## src/rtl/layer_sched_if.sv

```systemverilog
// Bundle between the layer sequencer, its engines and the shared DRAM port.
// The sequencer takes the slave modport; the host/engine side takes master.
interface layer_sched_if #(
    parameter int DATA_WIDTH = 32,
    parameter int ADDR_WIDTH = 18,
    parameter int NUM_LAYERS = 4
);
    localparam int LAYER_W = (NUM_LAYERS > 1) ? $clog2(NUM_LAYERS) : 1;

    logic                             start;
    logic [NUM_LAYERS-1:0]            layer_mask;
    logic [NUM_LAYERS-1:0]            eng_enable;
    logic [NUM_LAYERS-1:0]            eng_done;
    logic [NUM_LAYERS*ADDR_WIDTH-1:0] eng_addr_rd;
    logic [NUM_LAYERS*ADDR_WIDTH-1:0] eng_addr_wr;
    logic [NUM_LAYERS*DATA_WIDTH-1:0] eng_wdata;
    logic [NUM_LAYERS-1:0]            eng_en_rd;
    logic [NUM_LAYERS-1:0]            eng_en_wr;
    logic [ADDR_WIDTH-1:0]            dram_addr_rd;
    logic [ADDR_WIDTH-1:0]            dram_addr_wr;
    logic [DATA_WIDTH-1:0]            dram_wdata;
    logic                             dram_en_rd;
    logic                             dram_en_wr;
    logic [LAYER_W-1:0]               cur_layer;
    logic                             busy;
    logic                             done;
    logic                             error;

    modport slave (
        input  start, layer_mask, eng_done, eng_addr_rd, eng_addr_wr,
               eng_wdata, eng_en_rd, eng_en_wr,
        output eng_enable, dram_addr_rd, dram_addr_wr, dram_wdata,
               dram_en_rd, dram_en_wr, cur_layer, busy, done, error
    );

    modport master (
        output start, layer_mask, eng_done, eng_addr_rd, eng_addr_wr,
               eng_wdata, eng_en_rd, eng_en_wr,
        input  eng_enable, dram_addr_rd, dram_addr_wr, dram_wdata,
               dram_en_rd, dram_en_wr, cur_layer, busy, done, error
    );
endinterface

```

## src/rtl/layer_sched.sv

```systemverilog
// Sequences the enabled layer engines one after another, hands the shared
// DRAM port to whichever engine is running, and traps engines that hang.
module layer_sched #(
    parameter int DATA_WIDTH = 32,
    parameter int ADDR_WIDTH = 18,
    parameter int NUM_LAYERS = 4,
    parameter int TIMEOUT    = 1048576,
    parameter int CNT_WIDTH  = 21
) (
    input  logic         clk,
    input  logic         srstn,
    layer_sched_if.slave bus
);
    localparam int LAYER_W = (NUM_LAYERS > 1) ? $clog2(NUM_LAYERS) : 1;
    localparam logic [LAYER_W-1:0]   LAST_LAYER = LAYER_W'(NUM_LAYERS - 1);
    localparam logic [CNT_WIDTH-1:0] WDOG_LAST  = CNT_WIDTH'(TIMEOUT - 1);

    typedef enum logic [2:0] {
        ST_IDLE,
        ST_SEL,
        ST_LAUNCH,
        ST_RUN,
        ST_DONE,
        ST_ERR
    } state_t;

    state_t                r_state;
    state_t                w_state_nxt;
    logic [LAYER_W-1:0]    r_cur;
    logic [LAYER_W-1:0]    w_cur_nxt;
    logic [NUM_LAYERS-1:0] r_mask;
    logic [NUM_LAYERS-1:0] w_mask_nxt;
    logic [CNT_WIDTH-1:0]  r_wdog;
    logic [CNT_WIDTH-1:0]  w_wdog_nxt;
    logic                  w_last;
    logic                  w_sel_en;
    logic                  w_cur_done;
    int                    w_idx;

    assign w_last     = (r_cur == LAST_LAYER);
    assign w_sel_en   = r_mask[r_cur];
    assign w_cur_done = bus.eng_done[r_cur];
    assign w_idx      = int'(r_cur);

    always_ff @(posedge clk or negedge srstn) begin
        if (!srstn) begin
            r_state <= ST_IDLE;
            r_cur   <= '0;
            r_mask  <= '0;
            r_wdog  <= '0;
        end else begin
            r_state <= w_state_nxt;
            r_cur   <= w_cur_nxt;
            r_mask  <= w_mask_nxt;
            r_wdog  <= w_wdog_nxt;
        end
    end

    always_comb begin
        w_state_nxt = r_state;
        w_cur_nxt   = r_cur;
        w_mask_nxt  = r_mask;
        w_wdog_nxt  = r_wdog;
        case (r_state)
            ST_IDLE, ST_ERR: begin
                if (bus.start) begin
                    w_mask_nxt  = bus.layer_mask;
                    w_cur_nxt   = '0;
                    w_state_nxt = ST_SEL;
                end
            end
            ST_SEL: begin
                if (w_sel_en) begin
                    w_state_nxt = ST_LAUNCH;
                end else if (w_last) begin
                    w_state_nxt = ST_DONE;
                end else begin
                    w_cur_nxt = r_cur + 1'b1;
                end
            end
            ST_LAUNCH: begin
                w_wdog_nxt  = '0;
                w_state_nxt = ST_RUN;
            end
            ST_RUN: begin
                // A done arriving on the final watchdog cycle still counts as success.
                w_wdog_nxt = r_wdog + 1'b1;
                if (w_cur_done) begin
                    if (w_last) begin
                        w_state_nxt = ST_DONE;
                    end else begin
                        w_cur_nxt   = r_cur + 1'b1;
                        w_state_nxt = ST_SEL;
                    end
                end else if (r_wdog == WDOG_LAST) begin
                    w_state_nxt = ST_ERR;
                end
            end
            ST_DONE: begin
                w_cur_nxt   = '0;
                w_state_nxt = ST_IDLE;
            end
            default: begin
                w_state_nxt = ST_IDLE;
            end
        endcase
    end

    always_comb begin
        bus.eng_enable   = '0;
        bus.dram_addr_rd = '0;
        bus.dram_addr_wr = '0;
        bus.dram_wdata   = '0;
        bus.dram_en_rd   = 1'b0;
        bus.dram_en_wr   = 1'b0;
        bus.cur_layer    = r_cur;
        bus.busy         = (r_state == ST_SEL) || (r_state == ST_LAUNCH) || (r_state == ST_RUN);
        bus.done         = (r_state == ST_DONE);
        bus.error        = (r_state == ST_ERR);
        if (r_state == ST_LAUNCH) begin
            bus.eng_enable[r_cur] = 1'b1;
        end
        // Only the running engine reaches DRAM; everyone else is masked to zero.
        if (r_state == ST_RUN) begin
            bus.dram_addr_rd = bus.eng_addr_rd[w_idx*ADDR_WIDTH +: ADDR_WIDTH];
            bus.dram_addr_wr = bus.eng_addr_wr[w_idx*ADDR_WIDTH +: ADDR_WIDTH];
            bus.dram_wdata   = bus.eng_wdata[w_idx*DATA_WIDTH +: DATA_WIDTH];
            bus.dram_en_rd   = bus.eng_en_rd[r_cur];
            bus.dram_en_wr   = bus.eng_en_wr[r_cur];
        end
    end
endmodule
```

## src/flat_wrapper.sv

```systemverilog
// flat-port wrapper written by rule: the top's interface ports become plain ports
module layer_sched_flat 
#(
    parameter int DATA_WIDTH = 32,
    parameter int ADDR_WIDTH = 18,
    parameter int NUM_LAYERS = 4,
    parameter int TIMEOUT    = 1048576,
    parameter int CNT_WIDTH  = 21
)
  (clk, srstn, bus_start, bus_layer_mask, bus_eng_done, bus_eng_addr_rd, bus_eng_addr_wr, bus_eng_wdata, bus_eng_en_rd, bus_eng_en_wr, bus_eng_enable, bus_dram_addr_rd, bus_dram_addr_wr, bus_dram_wdata, bus_dram_en_rd, bus_dram_en_wr, bus_cur_layer, bus_busy, bus_done, bus_error);
  layer_sched_if #(.DATA_WIDTH(DATA_WIDTH), .ADDR_WIDTH(ADDR_WIDTH), .NUM_LAYERS(NUM_LAYERS)) bus_i ();
  input  logic clk;
  input  logic srstn;
  input wire logic [$bits(bus_i.start)-1:0] bus_start;
  input wire logic [$bits(bus_i.layer_mask)-1:0] bus_layer_mask;
  input wire logic [$bits(bus_i.eng_done)-1:0] bus_eng_done;
  input wire logic [$bits(bus_i.eng_addr_rd)-1:0] bus_eng_addr_rd;
  input wire logic [$bits(bus_i.eng_addr_wr)-1:0] bus_eng_addr_wr;
  input wire logic [$bits(bus_i.eng_wdata)-1:0] bus_eng_wdata;
  input wire logic [$bits(bus_i.eng_en_rd)-1:0] bus_eng_en_rd;
  input wire logic [$bits(bus_i.eng_en_wr)-1:0] bus_eng_en_wr;
  output wire logic [$bits(bus_i.eng_enable)-1:0] bus_eng_enable;
  output wire logic [$bits(bus_i.dram_addr_rd)-1:0] bus_dram_addr_rd;
  output wire logic [$bits(bus_i.dram_addr_wr)-1:0] bus_dram_addr_wr;
  output wire logic [$bits(bus_i.dram_wdata)-1:0] bus_dram_wdata;
  output wire logic [$bits(bus_i.dram_en_rd)-1:0] bus_dram_en_rd;
  output wire logic [$bits(bus_i.dram_en_wr)-1:0] bus_dram_en_wr;
  output wire logic [$bits(bus_i.cur_layer)-1:0] bus_cur_layer;
  output wire logic [$bits(bus_i.busy)-1:0] bus_busy;
  output wire logic [$bits(bus_i.done)-1:0] bus_done;
  output wire logic [$bits(bus_i.error)-1:0] bus_error;
  assign bus_i.start = bus_start;
  assign bus_i.layer_mask = bus_layer_mask;
  assign bus_i.eng_done = bus_eng_done;
  assign bus_i.eng_addr_rd = bus_eng_addr_rd;
  assign bus_i.eng_addr_wr = bus_eng_addr_wr;
  assign bus_i.eng_wdata = bus_eng_wdata;
  assign bus_i.eng_en_rd = bus_eng_en_rd;
  assign bus_i.eng_en_wr = bus_eng_en_wr;
  assign bus_eng_enable = bus_i.eng_enable;
  assign bus_dram_addr_rd = bus_i.dram_addr_rd;
  assign bus_dram_addr_wr = bus_i.dram_addr_wr;
  assign bus_dram_wdata = bus_i.dram_wdata;
  assign bus_dram_en_rd = bus_i.dram_en_rd;
  assign bus_dram_en_wr = bus_i.dram_en_wr;
  assign bus_cur_layer = bus_i.cur_layer;
  assign bus_busy = bus_i.busy;
  assign bus_done = bus_i.done;
  assign bus_error = bus_i.error;
  layer_sched #(.DATA_WIDTH(DATA_WIDTH), .ADDR_WIDTH(ADDR_WIDTH), .NUM_LAYERS(NUM_LAYERS), .TIMEOUT(TIMEOUT), .CNT_WIDTH(CNT_WIDTH)) u_core (.clk(clk), .srstn(srstn), .bus(bus_i));
endmodule
```

## config.mk

```make
export PLATFORM = sky130hd
export DESIGN_NAME = layer_sched_flat
export DESIGN_NICKNAME = d
export VERILOG_FILES = /design/src/rtl/layer_sched_if.sv /design/src/rtl/layer_sched.sv /design/src/flat_wrapper.sv
export SDC_FILE = /design/constraint.sdc
export NUM_CORES = 1
export LEC_CHECK = 0
export ABC_AREA = 1
export CAP_MARGIN = 15
export CORE_AREA = 2 2 144 146
export CTS_BUF_LIST = sky130_fd_sc_hd__clkbuf_4
export DETAILED_ROUTE_END_ITERATION = 8
export DIE_AREA = 0 0 146 148
export GPL_TIMING_DRIVEN = 0
export HOLD_SLACK_MARGIN = 0.03
export PLACE_DENSITY_LB_ADDON = 0.05
export SLEW_MARGIN = 0
export SYNTH_ARGS = -nofsm -noshare
export SYNTH_HDL_FRONTEND = slang
export SYNTH_SLANG_ARGS = --single-unit
```

## constraint.sdc

```tcl
create_clock -name clk -period 1.6 [get_ports clk]
set_input_delay 0.24 -clock clk [delete_from_list [all_inputs] [get_ports clk]]
set_output_delay 0.24 -clock clk [all_outputs]
set_load 0.005 [all_outputs]
```

---- After elaboration in Yosys (flattened, before gate mapping) ----
Index checks and enable logic that the tools add are counted.
cells by class
  bitwise logic cells ..................... 0
  divide/modulo/power cells ............... 0
  order comparisons ....................... 2
  multiply operators ...................... 1
  shift operators ......................... 3
  reduce and logical (&&, ||, !) cells .... 10
  muxes and demuxes ....................... 29
  equality and inequality tests ........... 12
  $add $sub $neg .......................... 2
operator list
  cell                   count
  $shiftx 72x32->18      2
  $shiftx 128x8->32      1
  $pmux 21 s2            1
  $mux 18                2
  $mux 32                1
  $add 21x1->21 const B  1
  $eq 21x20->1 const B   1
  $mux 3                 6
  $pmux 3 s4             1
  $bmux 1 s2             4
  $mux 2                 4
  $pmux 2 s4             1
  $mux 1                 7
  $eq 3x2->1 const B     2
  $eq 3x3->1 const B     2
  $mul 2x4->6 const B    1
  $ne 3x1->1 const B     2
  $mux 4                 1
  $ne 2x2->1 const B     2
  $reduce_and 4->1       1
  $reduce_bool 4->1      1
  $eq 3x1->1 const B     1
  $logic_not 3->1        1
  $lt 2x3->1 const B     1
  11 further kinds       12
storage, ports and cells
  bits in latches ......................... 0
  output and inout port bits .............. 79
  word-level logic and storage cells ...... 63
  memory bits (read-only) ................. 0
  RAM bits ................................ 0
  memories kept ........................... 0
  bits of input ports ..................... 291
  flip-flop bits (word level) ............. 30

---- Depth between registers and ports, before layout ----
Gate-level depths: netlist of run 1.
  depth after elaboration ................. 5
  gate-level depth with buffers ........... 11
  depth with buffers taken out ............ 10

---- Worst setup path after synthesis of run 1 ----
OpenSTA, ideal clock, no wires.
  path kind ............................... flip-flop to flip-flop
  from .................................... reg u_core.r_cur[0], in the netlist u_core.bus.cur_layer[0]
  to ...................................... reg u_core.r_cur[1], in the netlist u_core.bus.cur_layer[1]
  path slack .............................. 0.063 ns
  data required time ...................... 1.483 ns
  arrival ................................. 1.420 ns
  buffers on the path ..................... 2
  cell stages (with the launch flop) ...... 9
  period minus slack after synthesis ...... 1.537 ns
  setup time .............................. 0.117 ns
  path through ............................ dfrtp_1 -> inv_2 -> buf_6 -> clkbuf_1 -> ha_1 -> inv_1 -> nor2_1 -> nand4_1 -> nand2_1
on the way
  longest elaborated chain between the ends .. 4
  elaborated cells between the ends (all ways) .. 13
  classes of those cells .................. add/sub: 1; eq/ne: 3; mux: 8; reduce/logical: 1
ends and longest elaborated chain
  item                                                   line                                  RTL
  start: declaration                                     layer_sched.sv:29                     logic [LAYER_W-1:0] r_cur;
  start signal: assignment                               layer_sched.sv:53                     r_cur <= w_cur_nxt;
  $add 2x1->2 (tied with other cells)                    layer_sched.sv:78, layer_sched.sv:92
  $mux 2 (tied with other cells)                         layer_sched.sv:75, layer_sched.sv:89
  $mux 2 (tied with other cells)                         layer_sched.sv:88                     if (w_cur_done) begin
  $pmux 2 s4 / $reduce_and 4->1 (equally long branches)  n/a
Several ways; a longest one is shown, not always the timed one. The select of a mux whose other input is x is not followed.
A chain may end at the register's enable or synchronous reset.

---- Final worst setup path of run 1 ----
  from .................................... reg u_core.r_cur[0], in the netlist u_core.bus.cur_layer[0]
  to ...................................... out bus_dram_wdata[29]
on the way
  longest elaborated chain between the ends .. 2
ends and longest elaborated chain
  item               line                RTL
  $shiftx 128x8->32  layer_sched.sv:127  bus.dram_wdata = bus.eng_wdata[w_idx*DATA_WIDTH +: DATA_WIDTH];
  $mux 32            layer_sched.sv:124  if (r_state == ST_RUN) begin
  end: declaration   flat_wrapper.sv:25  output wire logic [$bits(bus_i.dram_wdata)-1:0] bus_dram_wdata;
No other way between the ends.

==> impl_metrics.prom, run 1 <==
# TYPE chip_impl_metric gauge
chip_impl_metric{name="timing.slew.headroom",unit="%"} 51.6
chip_impl_metric{name="yosysWarnings",unit=""} 0
chip_impl_metric{name="maximum_single_stage_delay_on_the_critical_path",unit="ns"} 0.43
chip_impl_metric{name="remaining_drc_errors",unit=""} 0
chip_impl_metric{name="io-pin-count",unit=""} 370
chip_impl_metric{name="fmax",unit="GHz"} 0.494
chip_impl_metric{name="final.setup_skew",unit="ns"} 0.00852
chip_impl_metric{name="worst-slew-pin-transition",unit="ns"} 0.726
chip_impl_metric{name="cts.path.max_buffers",unit=""} 2
chip_impl_info{name="crit_path_cell_trace",value="buf_8 -> buf_12 -> buf_12 -> nor2_1 -> nor2_1 -> o21ai_1 -> a21oi_2 -> buf_2"} 1
chip_impl_metric{name="seq_area_frac_synth",unit="%"} 16.8
chip_impl_metric{name="drive_above_1_share",unit="%"} 33.4
chip_impl_metric{name="critical_path_cell_count",unit=""} 8
chip_impl_metric{name="fill_cells",unit=""} 2063
chip_impl_metric{name="place_ws",unit="ns"} -1.05
chip_impl_metric{name="cts.sink_count",unit=""} 30
chip_impl_info{name="rsz0062_at_grt",value="true"} 1
chip_impl_metric{name="final.min_clock_period",unit="ns"} 2.03
chip_impl_metric{name="postSynthNetCount",unit=""} 1098
chip_impl_metric{name="worst-endpoint-arrival",unit="ns"} 1.79
chip_impl_metric{name="clk_pin_slew",unit="ns"} 0.10
chip_impl_metric{name="finalHoldViolCount",unit=""} 0
chip_impl_metric{name="setup_slack",unit="ns"} -0.425
chip_impl_metric{name="grt_antenna_before_repair",unit=""} 8
chip_impl_metric{name="layout-area-overhead-vs-synth",unit="%"} 128
chip_impl_metric{name="hpwlAfterDp",unit="mm"} 23.3
chip_impl_info{name="cts_tree",value="done"} 1
chip_impl_metric{name="max-vdd-ir-drop",unit="mV"} 0.486
chip_impl_metric{name="global_route_wire_length_before_repair",unit="mm"} 42.9
chip_impl_metric{name="grt_use_total",unit="%"} 26.2
chip_impl_metric{name="largest_net_degree_at_the_start_of_global_routing",unit=""} 31
chip_impl_info{name="failing_checks",value="setup timing"} 1
chip_impl_metric{name="drt_first_pass_iters",unit=""} 5
chip_impl_metric{name="route.antenna.remaining_nets",unit=""} 0
chip_impl_metric{name="clk-insertion-delay-late",unit="ns"} 0.34
chip_impl_metric{name="cts-htree-levels",unit=""} 2
chip_impl_metric{name="dieWidth",unit="um"} 146
chip_impl_metric{name="buffers_added_on_ports",unit=""} 369
chip_impl_metric{name="power.static_leakage",unit="uW"} 0.00426
chip_impl_metric{name="final_min_period_over_clock_period",unit="%"} 127
chip_impl_info{name="criticalPathCategory",value="flip-flop to output port"} 1
chip_impl_metric{name="critPathBufInv",unit=""} 4
chip_impl_info{name="final_common_cell",value="sky130_fd_sc_hd__clkdlybuf4s50_1"} 1
chip_impl_metric{name="detailedRoute.firstIterationViolations",unit=""} 347
chip_impl_metric{name="power_per_cell_area",unit="nW/um^2"} 1120
chip_impl_metric{name="routed_wirelength",unit="mm"} 30.3
chip_impl_metric{name="rr_worst_depth",unit=""} 12
chip_impl_info{name="final_cell_mix",value="sky130_fd_sc_hd__clkdlybuf4s50_1 (289), sky130_fd_sc_hd__nor2_1 (212), sky130_fd_sc_hd__o21ai_1 (108)"} 1
chip_impl_metric{name="drv.max_cap_violation_count",unit=""} 0
chip_impl_metric{name="placementRows",unit=""} 52
chip_impl_info{name="top_cell_family_by_delay_on_the_critical_path",value="buffers and inverters"} 1
chip_impl_metric{name="die_height",unit="um"} 148
chip_impl_metric{name="first_global_vias",unit=""} 6831
chip_impl_metric{name="timing.final.setup_violations",unit=""} 74
chip_impl_metric{name="synth.lib_cells_used.distinct",unit=""} 37
chip_impl_metric{name="core",unit="sq um"} 20000
chip_impl_metric{name="yosys_register_bits",unit=""} 30
chip_impl_metric{name="cts_made_buffers",unit=""} 5
chip_impl_metric{name="gp_congestion",unit=""} 0.960
chip_impl_metric{name="post_synth.cell_area_avg",unit="sq um"} 5.56
chip_impl_info{name="hold_path.class",value="input port to async pin"} 1
chip_impl_metric{name="required",unit="ns"} 1.36
chip_impl_metric{name="initial_core_util",unit="%"} 22.2
chip_impl_metric{name="avgViaCountPerCell",unit=""} 4.69
chip_impl_metric{name="syn-instance-count",unit=""} 802
chip_impl_metric{name="route.vias.total",unit=""} 7129
chip_impl_info{name="cts_root_buf",value="sky130_fd_sc_hd__clkbuf_4"} 1
chip_impl_metric{name="final_util",unit="%"} 50.8
chip_impl_info{name="run_status",value="finished with violations"} 1
chip_impl_metric{name="grt_overflow",unit=""} 0
chip_impl_metric{name="die_area",unit="sq um"} 21600
chip_impl_metric{name="worst_path_maximum_fanout",unit=""} 10
chip_impl_metric{name="wl_per_cell",unit="um"} 19.9
chip_impl_metric{name="synthesis.area",unit="sq um"} 4460
chip_impl_metric{name="drv_slew",unit=""} 0
chip_impl_info{name="crit_slowest_cell",value="sky130_fd_sc_hd__dfrtp_2"} 1
chip_impl_info{name="start_kind",value="flip-flop"} 1
chip_impl_info{name="critical_path_end_type",value="output port"} 1
chip_impl_metric{name="fin_nets",unit=""} 1538
metrics by stage:
stage / instance area [sq um] / power (uW) / cells / hold slack (ns) / setup TNS, ns
2_1_floorplan: 4460 / 4680 / 802 / -0.0556 / 0
3_3_place_gp: 8490 / 7620 / 1441 / 0.482 / -63.08
3_5_place_dp: 8480 / 7630 / 1441 / 0.342 / -54.21
4_1_cts: 9550 / 10300 / 1494 / 0.503 / -26.40
5_1_grt: 10200 / 12200 / 1518 / 0.517 / -31.80
6_report: 10200 / 11400 / 1519 / 0.491 / -25.30
cell families after synthesis:
kind of cell	Yosys count	share of synthesized area (%)
buf+inv	94	10.8
compound gates	242	30.3
mux	4	1.01
xor+xnor	2	0.393
fa+ha+maj	5	1.40
simple gates	425	39.2
flops	30	16.8
per-layer routing:
metal	GRT usage [%]	part of all wire (%)	vias up	routed length, um
met3	7.31	8.2	54	2490
li1	-	-	3536	-
met2	44.2	48	272	14500
met4	9.56	3.3	4	986
met1	31.9	41	3263	12300
met5	0	0.089	-	27
what timing repair did:
action | in CTS | in global routing
hold buffers | 1 | 0
buffers inserted | 35 | 22
resized for setup | 582 | 168
cloned | 11 | 4
endpoints found under the hold margin | 30 | 0
pin swaps | 63 | 79
setup endpoints to repair | 83 | 92
Yosys cell counts:
master / number / share of area (%)
sky130_fd_sc_hd__a21o_1: 1 / 0.17
sky130_fd_sc_hd__a21oi_1: 47 / 5.3
sky130_fd_sc_hd__a21oi_2: 31 / 6.1
sky130_fd_sc_hd__a22o_1: 1 / 0.20
sky130_fd_sc_hd__a31oi_1: 2 / 0.28
sky130_fd_sc_hd__a32o_1: 1 / 0.22
sky130_fd_sc_hd__buf_1: 15 / 1.3
sky130_fd_sc_hd__buf_2: 8 / 0.90
sky130_fd_sc_hd__buf_4: 3 / 0.51
sky130_fd_sc_hd__buf_6: 14 / 3.5
sky130_fd_sc_hd__clkbuf_1: 18 / 1.5
sky130_fd_sc_hd__clkinv_1: 1 / 0.084
sky130_fd_sc_hd__dfrtp_1: 30 / 17
sky130_fd_sc_hd__ha_1: 5 / 1.4
sky130_fd_sc_hd__inv_1: 27 / 2.3
sky130_fd_sc_hd__inv_2: 8 / 0.67
sky130_fd_sc_hd__mux2_2: 4 / 1.0
sky130_fd_sc_hd__nand2_1: 73 / 6.1
sky130_fd_sc_hd__nand2_2: 4 / 0.56
sky130_fd_sc_hd__nand2_4: 1 / 0.25
sky130_fd_sc_hd__nand3_1: 24 / 2.7
sky130_fd_sc_hd__nand3_2: 1 / 0.22
sky130_fd_sc_hd__nand3_4: 1 / 0.39
sky130_fd_sc_hd__nand4_1: 7 / 0.98
sky130_fd_sc_hd__nand4_2: 1 / 0.28
sky130_fd_sc_hd__nor2_1: 301 / 25
sky130_fd_sc_hd__nor2_2: 3 / 0.42
sky130_fd_sc_hd__nor2_4: 3 / 0.76
sky130_fd_sc_hd__nor2_8: 1 / 0.45
sky130_fd_sc_hd__nor3_1: 2 / 0.22
sky130_fd_sc_hd__nor3_2: 1 / 0.22
sky130_fd_sc_hd__o21ai_0: 81 / 9.1
sky130_fd_sc_hd__o21ai_1: 74 / 8.3
sky130_fd_sc_hd__o22ai_1: 3 / 0.42
sky130_fd_sc_hd__o22ai_2: 1 / 0.28
sky130_fd_sc_hd__or2_2: 2 / 0.28
sky130_fd_sc_hd__xor2_1: 2 / 0.39
worst reg2reg max path, stage by stage, from the launching register on:
cell                      delay [ns]
sky130_fd_sc_hd__dfrtp_2        0.46
sky130_fd_sc_hd__buf_12         0.16
sky130_fd_sc_hd__buf_8          0.13
sky130_fd_sc_hd__ha_4           0.17
sky130_fd_sc_hd__inv_4          0.06
sky130_fd_sc_hd__buf_6          0.10
sky130_fd_sc_hd__o21ai_2        0.04
sky130_fd_sc_hd__inv_1          0.05
sky130_fd_sc_hd__nand2_1        0.05
sky130_fd_sc_hd__inv_2          0.08
sky130_fd_sc_hd__nand3_4        0.07
sky130_fd_sc_hd__nand2_2        0.07
sky130_fd_sc_hd__nand2_1        0.05
report_power, final:
part           internal [uW]  switching [uW]
Combinational           4940            4920
Clock                    182             277
Sequential               907             176
worst paths after layout:
| path | startpoint | end | slack [ns] |
|---|---|---|---|
| min reg2reg | u_core.r_wdog[4] | u_core.r_wdog[4] | 0.51 |
| min | srstn | u_core.r_wdog[11] | 0.49 |
| max reg2reg | u_core.bus.cur_layer[0] | u_core.bus.cur_layer[0] | 0.02 |
| min in group clk | u_core.r_wdog[4] | u_core.r_wdog[4] | 0.51 |
| max | u_core.bus.cur_layer[0] | bus_dram_wdata[29] | -0.43 |
| max in group asynchronous | srstn | u_core.r_state[0] | 0.60 |
registers in the layout, summed over array words and instances, names as in the netlist:
signal / flops
u_core.r_wdog: 21
u_core.r_mask: 4
u_core.bus.cur_layer: 2
u_core.r_state: 3
final cells by class:
type | instances | area, sq um | area share, %
clock inverters | 2 | 8.76 | 0.0861
flip-flops and latches | 30 | 756 | 7.43
plain buffers | 55 | 756 | 7.43
diodes | 6 | 15.0 | 0.148
inverters | 36 | 173 | 1.70
repair inverters | 2 | 32.5 | 0.320
clock buffers | 6 | 45.0 | 0.443
repair buffers | 434 | 4160 | 40.9
well taps | 270 | 338 | 3.32
multi-input cells | 678 | 3890 | 38.2
Note: power is estimated with default switching activity, not from simulation.
==> inputs of run 2 (changes only) <==
Settings changed: HOLD_SLACK_MARGIN 0.03 to 0.08.
Clock period 1.6 ns to 2 ns, I/O delays scaled along.
==> run 2 against run 1 <==
Effect of this change:
- the run still ends with setup timing left
- flip-flop and latch count unchanged
- core utilization is 0.51 points lower
- clock power fell by 20%
- die area unchanged
- clock-buffer cell count unchanged
- global-route usage decreased by 0.078 points
- worst hold slack better by 0.021 ns
- critical path depth grew 1
- register-to-register slack better by 0.22 ns
- non-clock buffer count shrank 12
- critical endpoint is now bus_dram_wdata[3]
==> impl_metrics.prom, run 2 (synthesis gave the netlist of run 1 again) <==
# TYPE chip_impl_metric gauge
chip_impl_metric{name="placed_cells",unit=""} 1441
chip_impl_metric{name="rr_worst_depth",unit=""} 13
chip_impl_metric{name="holdWs",unit="ns"} 0.511
chip_impl_metric{name="global_route_wire_length_before_repair",unit="mm"} 42.7
chip_impl_metric{name="worst_path_maximum_fanout",unit=""} 6
chip_impl_info{name="hold_path_origin",value="u_core.r_wdog[4]"} 1
chip_impl_metric{name="drive_above_1_share",unit="%"} 32.0
chip_impl_metric{name="buffers_added_on_ports",unit=""} 369
chip_impl_metric{name="layout-area-overhead-vs-synth",unit="%"} 126
chip_impl_info{name="final_cell_mix",value="sky130_fd_sc_hd__clkdlybuf4s50_1 (291), sky130_fd_sc_hd__nor2_1 (198), sky130_fd_sc_hd__o21ai_1 (88)"} 1
chip_impl_info{name="largest_register",value="u_core.r_wdog"} 1
chip_impl_metric{name="final_cell_count_no_fill",unit=""} 1505
chip_impl_metric{name="avgViaCountPerCell",unit=""} 4.76
chip_impl_metric{name="grt_antenna_before_repair",unit=""} 7
chip_impl_metric{name="timing.final.setup_violations",unit=""} 40
chip_impl_info{name="hold_path_end",value="u_core.r_wdog[4]"} 1
chip_impl_metric{name="gp_congestion",unit=""} 0.960
chip_impl_info{name="crit_path_frequent_cell",value="sky130_fd_sc_hd__buf_12"} 1
chip_impl_metric{name="first_global_vias",unit=""} 6638
chip_impl_info{name="rsz0062_at_grt",value="true"} 1
chip_impl_metric{name="grt_use_total",unit="%"} 26.1
chip_impl_metric{name="power_per_cell_area",unit="nW/um^2"} 889
chip_impl_metric{name="worst-endpoint-arrival",unit="ns"} 1.79
chip_impl_metric{name="routed_wirelength",unit="mm"} 30.8
chip_impl_metric{name="route.vias.total",unit=""} 7171
chip_impl_metric{name="reg2reg_setup_slack",unit="ns"} 0.24
chip_impl_metric{name="place_ws",unit="ns"} -0.705
chip_impl_info{name="crit_path_cell_trace",value="buf_8 -> buf_12 -> buf_12 -> buf_16 -> nor2_4 -> nor2_2 -> o21ai_2 -> a21oi_2 -> buf_2"} 1
chip_impl_metric{name="fin_area",unit="sq um"} 10100
chip_impl_info{name="cts_root_buf",value="sky130_fd_sc_hd__clkbuf_4"} 1
chip_impl_metric{name="final.setup_skew",unit="ns"} 0.00969
chip_impl_metric{name="fmax",unit="GHz"} 0.478
chip_impl_metric{name="clk_pin_slew",unit="ns"} 0.10
chip_impl_metric{name="core",unit="sq um"} 20000
chip_impl_metric{name="maximum_single_stage_delay_on_the_critical_path",unit="ns"} 0.41
chip_impl_metric{name="initial_core_util",unit="%"} 22.2
chip_impl_metric{name="largest_register_ffs",unit=""} 21
chip_impl_metric{name="final.min_clock_period",unit="ns"} 2.09
chip_impl_info{name="final_common_cell",value="sky130_fd_sc_hd__clkdlybuf4s50_1"} 1
chip_impl_metric{name="setup_slack",unit="ns"} -0.0906
chip_impl_info{name="failing_checks",value="setup timing"} 1
chip_impl_metric{name="cts.sink_count",unit=""} 30
chip_impl_info{name="critical_path_end_type",value="output port"} 1
chip_impl_metric{name="clk-insertion-delay-late",unit="ns"} 0.34
chip_impl_info{name="cts_tree",value="done"} 1
chip_impl_metric{name="final_min_period_over_clock_period",unit="%"} 105
chip_impl_info{name="run_status",value="finished with violations"} 1
chip_impl_metric{name="largest_net_degree_at_the_start_of_global_routing",unit=""} 31
chip_impl_metric{name="worst-slew-pin-transition",unit="ns"} 0.729
chip_impl_metric{name="remaining_drc_errors",unit=""} 0
chip_impl_metric{name="die_height",unit="um"} 148
chip_impl_info{name="crit-reg2reg-launch",value="u_core.bus.cur_layer[0]"} 1
chip_impl_metric{name="grt_overflow",unit=""} 0
chip_impl_metric{name="die_area",unit="sq um"} 21600
chip_impl_info{name="start_kind",value="flip-flop"} 1
chip_impl_metric{name="power.static_leakage",unit="uW"} 0.00419
chip_impl_info{name="hold_path.class",value="flip-flop to flip-flop"} 1
chip_impl_metric{name="dieWidth",unit="um"} 146
chip_impl_metric{name="detailedRoute.firstIterationViolations",unit=""} 386
chip_impl_info{name="criticalPathCategory",value="flip-flop to output port"} 1
chip_impl_info{name="top_cell_family_by_delay_on_the_critical_path",value="buffers and inverters"} 1
chip_impl_metric{name="timing.slew.headroom",unit="%"} 51.4
chip_impl_info{name="crit_slowest_cell",value="sky130_fd_sc_hd__dfrtp_2"} 1
chip_impl_metric{name="critPathBufInv",unit=""} 5
chip_impl_metric{name="io-pin-count",unit=""} 370
chip_impl_metric{name="hpwlAfterDp",unit="mm"} 23.3
chip_impl_metric{name="fin_nets",unit=""} 1525
chip_impl_metric{name="holdPathStages",unit=""} 1
chip_impl_metric{name="drt_first_pass_iters",unit=""} 5
chip_impl_metric{name="cts_made_buffers",unit=""} 5
chip_impl_metric{name="required",unit="ns"} 1.70
chip_impl_metric{name="cts-htree-levels",unit=""} 2
chip_impl_metric{name="route.antenna.remaining_nets",unit=""} 0
chip_impl_metric{name="placementRows",unit=""} 52
chip_impl_metric{name="finalHoldViolCount",unit=""} 0
chip_impl_info{name="layout_top_registers",value="u_core.r_wdog (21), u_core.r_mask (4), u_core.r_state (3)"} 1
chip_impl_metric{name="cts.path.max_buffers",unit=""} 2
chip_impl_metric{name="max-vdd-ir-drop",unit="mV"} 0.412
chip_impl_metric{name="drv.max_cap_violation_count",unit=""} 0
chip_impl_metric{name="wl_per_cell",unit="um"} 20.4
chip_impl_metric{name="dpl_cell_area",unit="sq um"} 8480
chip_impl_info{name="worstReg2RegEnd",value="u_core.r_state[0]"} 1
chip_impl_metric{name="fill_cells",unit=""} 2064
chip_impl_metric{name="drv_slew",unit=""} 0
-- run 2: worst max path at each step --
stage | from | end | slack (ns) | cells past startpoint
2_1_floorplan | u_core.bus.cur_layer[0] | bus_eng_enable[0] | 0.43 | 6
3_3_place_gp | u_core.bus.cur_layer[0] | bus_dram_addr_wr[15] | -0.68 | 6
3_5_place_dp | u_core.bus.cur_layer[0] | bus_dram_addr_wr[15] | -0.71 | 6
4_1_cts | u_core.bus.cur_layer[0] | bus_dram_wdata[29] | -0.13 | 8
5_1_grt | u_core.bus.cur_layer[0] | bus_dram_wdata[16] | -0.18 | 9
6_report | u_core.bus.cur_layer[0] | bus_dram_wdata[3] | -0.09 | 9
-- run 2: timing repair --
item	4_1_cts	5_1_grt
cloned	14	7
setup buffers	22	14
gates resized for setup	476	205
hold endpoints to repair	30	0
pin swaps	40	101
setup endpoints to repair	77	74
hold buffers	1	0
-- run 2: per-layer routing --
metal / up-vias / share of wire, % / global-route usage (%)
met5: - / 0.098 / 0
li1: 3508 / - / -
met3: 48 / 7.8 / 6.88
met1: 3326 / 41 / 32.7
met2: 285 / 48 / 44.2
met4: 4 / 2.6 / 7.52
-- run 2: where the power goes --
part,total (uW),leakage [uW],switching [uW],internal [uW]
combinational,7740,0.00376,3930,3810
sequential,845,0.000397,120,725
clock,368,0.0000331,222,145
-- run 2: per-stage QoR --
| step | TNS, ns | total power [uW] | utilization [%] |
|---|---|---|---|
| 2_1_floorplan | 0 | 3750 | - |
| 3_3_place_gp | -26.97 | 6090 | 42.4 |
| 3_5_place_dp | -28.22 | 6100 | 42.3 |
| 4_1_cts | -3.77 | 8010 | 46.8 |
| 5_1_grt | -6.25 | 9560 | 50.2 |
| 6_report | -1.74 | 8950 | 50.2 |
-- run 2: final cells by class --
| class | count | area (sq um) | area share, % |
|---|---|---|---|
| tap | 270 | 338 | 3.35 |
| antenna | 5 | 12.5 | 0.124 |
| sequential | 30 | 756 | 7.50 |
| clock inverter | 2 | 8.76 | 0.0870 |
| timing repair inverter | 1 | 6.26 | 0.0621 |
| clock buffer | 6 | 45.0 | 0.447 |
| buffer | 54 | 702 | 6.97 |
| multi-input combinational | 678 | 3920 | 38.9 |
| timing repair buffer | 423 | 4130 | 41.0 |
| inverter | 36 | 158 | 1.57 |
